[src/rtl/cmp_pkg.sv]
`default_nettype none
// +----------------------------------------------------------------------+
// | cmp_pkg: op and FSM state encodings shared by the sequential         |
// | comparator. Revision: 1.0                                            |
// +----------------------------------------------------------------------+
package cmp_pkg;

  localparam logic [1:0] OP_SLT = 2'b00;
  localparam logic [1:0] OP_SLE = 2'b01;
  localparam logic [1:0] OP_SEQ = 2'b10;
  localparam logic [1:0] OP_SNE = 2'b11;

  typedef enum logic [1:0] {
    S_IDLE = 2'd0,
    S_BUSY = 2'd1,
    S_DONE = 2'd2
  } state_t;

endpackage
`default_nettype wire

[src/rtl/chunk_cmp.sv]
`default_nettype none
// +----------------------------------------------------------------------+
// | chunk_cmp: combinational compare of one CHUNK-wide operand slice.    |
// | Revision: 1.0                                                        |
// +----------------------------------------------------------------------+
module chunk_cmp #(
  parameter int CHUNK = 8
) (
  input  logic [CHUNK-1:0] x,
  input  logic [CHUNK-1:0] y,
  input  logic             signed_top,
  output logic             diff,
  output logic             lt
);

  assign diff = (x != y);
  assign lt   = signed_top ? ($signed(x) < $signed(y)) : (x < y);

endmodule
`default_nettype wire

[src/rtl/seq_cmp_unit.sv]
`default_nettype none
// +----------------------------------------------------------------------+
// | seq_cmp_unit: multi-cycle set-on-compare, CHUNK bits per cycle,      |
// | MSB chunk first, with start/busy/done handshake. Revision: 1.0       |
// +----------------------------------------------------------------------+
module seq_cmp_unit
  import cmp_pkg::*;
#(
  parameter int N     = 32,
  parameter int CHUNK = 8
) (
  input  logic         clk,
  input  logic         rst,
  input  logic         start,
  input  logic [N-1:0] a,
  input  logic [N-1:0] b,
  input  logic         is_signed,
  input  logic [1:0]   op,
  output logic         ready,
  output logic         busy,
  output logic         done,
  output logic [N-1:0] result,
  output logic         lt,
  output logic         eq
);

  localparam int STEPS = N / CHUNK;
  localparam int IDX_W = (STEPS > 1) ? $clog2(STEPS) : 1;
  localparam logic [IDX_W-1:0] C_IDX_TOP = IDX_W'(STEPS - 1);

  state_t           r_state;
  state_t           w_state_next;
  logic [N-1:0]     r_a;
  logic [N-1:0]     r_b;
  logic             r_signed;
  logic [1:0]       r_op;
  logic [IDX_W-1:0] r_idx;
  logic             r_decided;
  logic             r_lt_acc;
  logic [N-1:0]     r_result;
  logic             r_lt;
  logic             r_eq;

  logic             w_accept;
  logic             w_last;
  logic             w_diff;
  logic             w_chunk_lt;
  logic             w_lt_fin;
  logic             w_eq_fin;
  logic             w_res_bit;

  assign w_accept = start && (r_state != S_BUSY);
  assign w_last   = (r_idx == '0);

  // Operand copies shift left each step, so the active chunk is always the top slice.
  chunk_cmp #(.CHUNK(CHUNK)) u_chunk_cmp (
    .x          (r_a[N-1 -: CHUNK]),
    .y          (r_b[N-1 -: CHUNK]),
    .signed_top (r_signed && (r_idx == C_IDX_TOP)),
    .diff       (w_diff),
    .lt         (w_chunk_lt)
  );

  // Final flags include the chunk being compared in the last BUSY cycle.
  assign w_lt_fin = r_decided ? r_lt_acc : w_chunk_lt;
  assign w_eq_fin = ~(r_decided | w_diff);

  always_comb begin
    w_res_bit = 1'b0;
    case (r_op)
      OP_SLT:  w_res_bit = w_lt_fin;
      OP_SLE:  w_res_bit = w_lt_fin | w_eq_fin;
      OP_SEQ:  w_res_bit = w_eq_fin;
      default: w_res_bit = ~w_eq_fin;
    endcase
  end

  always_ff @(posedge clk) begin
    if (rst) r_state <= S_IDLE;
    else     r_state <= w_state_next;
  end

  always_comb begin
    w_state_next = r_state;
    case (r_state)
      S_IDLE:  if (start) w_state_next = S_BUSY;
      S_BUSY:  if (w_last) w_state_next = S_DONE;
      S_DONE:  w_state_next = start ? S_BUSY : S_IDLE;
      default: w_state_next = S_IDLE;
    endcase
  end

  always_ff @(posedge clk) begin
    if (rst) begin
      r_a       <= '0;
      r_b       <= '0;
      r_signed  <= 1'b0;
      r_op      <= OP_SLT;
      r_idx     <= '0;
      r_decided <= 1'b0;
      r_lt_acc  <= 1'b0;
      r_result  <= '0;
      r_lt      <= 1'b0;
      r_eq      <= 1'b0;
    end else if (w_accept) begin
      r_a       <= a;
      r_b       <= b;
      r_signed  <= is_signed;
      r_op      <= op;
      r_idx     <= C_IDX_TOP;
      r_decided <= 1'b0;
      r_lt_acc  <= 1'b0;
    end else if (r_state == S_BUSY) begin
      if (!r_decided && w_diff) begin
        r_decided <= 1'b1;
        r_lt_acc  <= w_chunk_lt;
      end
      r_a <= r_a << CHUNK;
      r_b <= r_b << CHUNK;
      if (w_last) begin
        r_result <= N'(w_res_bit);
        r_lt     <= w_lt_fin;
        r_eq     <= w_eq_fin;
      end else begin
        r_idx <= r_idx - IDX_W'(1);
      end
    end
  end

  assign ready  = (r_state == S_IDLE) || (r_state == S_DONE);
  assign busy   = (r_state == S_BUSY);
  assign done   = (r_state == S_DONE);
  assign result = r_result;
  assign lt     = r_lt;
  assign eq     = r_eq;

endmodule
`default_nettype wire

[config.mk]
export PLATFORM = sky130hd
export DESIGN_NAME = seq_cmp_unit
export DESIGN_NICKNAME = d
export VERILOG_FILES = /design/src/rtl/cmp_pkg.sv /design/src/rtl/chunk_cmp.sv /design/src/rtl/seq_cmp_unit.sv
export SDC_FILE = /design/constraint.sdc
export NUM_CORES = 1
export LEC_CHECK = 0
export CAP_MARGIN = 20
export CORE_UTILIZATION = 35
export DETAILED_ROUTE_END_ITERATION = 7
export HOLD_SLACK_MARGIN = 0.1
export RECOVER_POWER = 25
export SETUP_SLACK_MARGIN = 0.2
export SYNTH_ARGS = -nofsm -noshare
export SYNTH_HDL_FRONTEND = slang
export SYNTH_SLANG_ARGS = --single-unit
[constraint.sdc]
create_clock -name clk -period 2.2 [get_ports clk]
set_input_delay 0.33 -clock clk [delete_from_list [all_inputs] [get_ports clk]]
set_output_delay 0.33 -clock clk [all_outputs]
set_load 0.01 [all_outputs]
==> impl_metrics.env <==
export IMPL_boundaryPins=107
export IMPL_drtAntennaViolNets=0
export IMPL_start_util_pct=36.6
export IMPL_skew_ns=0.00976
export IMPL_ys_flop_type="dfxtp_1"
export IMPL_final_max_slew_violation_count=0
export IMPL_grt_pass1_vias=2631
export IMPL_core_area_um2=9950
export IMPL_worstPathMaxFanout=102
export IMPL_n_antenna_cell=0
export IMPL_fin_crit_ns=1.89
export IMPL_die_h_um=104
export IMPL_min_path_cells=4
export IMPL_htreeDepth=3
export IMPL_synth_compound_area_share_pct=14.5
export IMPL_final_nets=538
export IMPL_pre_cts_slack_ns=0.399
export IMPL_synth_area_um2=3640
export IMPL_ir_drop_v=0.000362
export IMPL_grt_busiest_layer="met2"
export IMPL_avgSynthCellArea_um2=9.25
export IMPL_power_density_nw_per_um2=743
export IMPL_outcome="finished, final reports clean"
export IMPL_seq_area_frac_synth_pct=41.7
export IMPL_first_pass_iters=4
export IMPL_cts_made_buffers=9
export IMPL_yosys_area_share_simple_pct=11.3
export IMPL_power_leakage_nw=1.99
export IMPL_dieArea_um2=10800
export IMPL_critical_path_class="reg2reg"
export IMPL_postPlaceCellArea_um2=4390
export IMPL_async_reset_ff_share_pct=0
export IMPL_die_w_um=104
export IMPL_worstPathRequired_ns=2.47
export IMPL_portBuffers=75
export IMPL_synth_cell_types=33
export IMPL_setup_worst_path_start_class="register"
export IMPL_wirelength_um=8190
export IMPL_overflow=0
export IMPL_holdWs_ns=0.317
export IMPL_drt_iter0_drc=75
export IMPL_num_rows=36
export IMPL_layout_setup_ws_ns=0.308
export IMPL_synth_edf_count=0
export IMPL_design_area_um2=4600
export IMPL_area_growth_pct=26.1
export IMPL_dp_hpwl_um=5770
export IMPL_synth_top_family_by_area="multiplexers"
export IMPL_clk_pin_slew_ns=0.08
export IMPL_power_w=0.00341
export IMPL_ys_ff_latch=76
export IMPL_cp_arrival_ns=2.16
export IMPL_worst_slew_pin_slew_ns=0.743
export IMPL_ys_warnings_count=0
export IMPL_cts_tree="built"
export IMPL_fin_crit_sh_pct=86.0
export IMPL_vias_per_cell=4.77
export IMPL_clk_latency_ns=0.35
export IMPL_wl_per_cell_um=13.7
export IMPL_antenna_found_initial=0
export IMPL_cts_root_buf="clkbuf_8"
export IMPL_clkSinkCount=76
export IMPL_hold_viol=0
export IMPL_final_setup_viol_count=0
export IMPL_cts_resized=0
export IMPL_via_count=2845
export IMPL_synth_xor_area_share_pct=0.240
export IMPL_fmax_mhz=529
export IMPL_synthAdderAreaFrac_pct=3.43
export IMPL_drcViolationCount=0
export IMPL_cp_end_kind="register"
export IMPL_setup_tns_ns=0
export IMPL_grt_max_degree=103
export IMPL_ff2ff_path_depth=4
export IMPL_slew_headroom_pct=50.4
export IMPL_synthCells=394
export IMPL_muxShareOfSynthArea_pct=17.6
export IMPL_drv_cap=0
export IMPL_hp_class="in2reg"
export IMPL_grt_use_met1_pct=19.5
export IMPL_cts_hold_buffers_added=0
export IMPL_cts_path_max_buffers=2
export IMPL_grt_pass1_wl_um=13100
export IMPL_routabilityCongestion=0.795
export IMPL_rsz0062_at_grt="no"
export IMPL_grt_use_met3_pct=3.26
export IMPL_met2_usage_pct=25.6
export IMPL_track_usage_pct=15.5
export IMPL_post_cts_buffers=0
export IMPL_drive_above_1_share_pct=5.83
final cells by class:
type / instances / area, um2
clock inverters: 7 / 97.6
multi-input cells: 276 / 1820
well taps: 133 / 166
repair buffers: 81 / 813
fillers: 977 / 5360
clock buffers: 9 / 124
inverters: 14 / 57.6
flip-flops and latches: 76 / 1520
where the power goes:
part | leakage, nW | internal, W | switching [W]
combinational | 1.26 | 0.000320 | 0.000330
sequential | 0.628 | 0.00150 | 0.0000737
clock | 0.106 | 0.000644 | 0.000546
routing by layer:
metal  wire length, um  vias to the layer above
li1                  -                     1447
met4               124                        0
met2              3960                       70
met3               298                        9
met1              3800                     1319
met5                 0                        -
worst paths after layout:
path / from / end / slack (ns)
setup reg to reg: r_state[1] / r_b[2] / 0.31
setup / recovery: r_state[1] / r_b[2] / 0.31
hold reg to reg: eq / eq / 0.46
hold / removal: rst / r_lt_acc / 0.32
synthesized netlist by cell type, types with 2 or more instances:
cell      number  area (um2)
mux2i_1       64         641
a211oi_1      50         375
nor3_1         2        10.0
nor2_1        71         267
nand3_1        5        25.0
o211ai_1       2        15.0
o21ai_0        2        10.0
clkbuf_1      16        60.1
inv_1         13        48.8
nand4_1        2        12.5
buf_2         11        55.1
buf_4         31         233
ha_1          10         125
a31oi_1        2        12.5
nand2_1        9        33.8
a21oi_1       12        60.1
dfxtp_1       76        1520
critical path: stages (launching register included):
cell and delay (ns):
dfxtp_1 0.32, nand2b_1 0.23, buf_12 0.37, nand2_1 0.56
nor2_1 0.26
through the flow:
step / util, % / std cells
after floorplan: - / 424
after global placement: 44.1 / 580
after detailed placement: 44.1 / 580
after CTS: 46.3 / 596
after global routing: 46.2 / 596
final: 46.2 / 596
cells by family (layout without fill, tap and decap cells):
group | after synthesis | count (layout)
buffers and inverters | 72 | 111
adder cells (fa/ha/maj) | 10 | 10
XOR/XNOR | 1 | 1
AND/OR/NAND/NOR | 96 | 96
flip-flops | 76 | 76
AO/OA/AOI/OAI | 74 | 74
other | 1 | 31
multiplexers | 64 | 64
registers in the layout, summed over array words and instances, names as in the netlist, 2 cells and up:
name     count
r_a         32
r_state      2
r_b         32
r_op         2
r_idx        2
placed cells by master (no fill, tap or decap), types with 2 or more instances in the layout:
cell type,count
a211oi_1,50
a21oi_1,12
a31oi_1,2
buf_12,2
buf_4,5
bufinv_16,2
clkbuf_8,9
clkdlybuf4s50_1,73
clkinvlp_4,2
conb_1,31
dfxtp_1,76
ha_1,10
inv_1,13
inv_6,2
mux2i_1,64
nand2_1,10
nand3_1,5
nand4_1,2
nor2_1,71
nor3_1,2
o211ai_1,2
o21ai_0,2
Note: power is estimated with default switching activity, not from simulation.
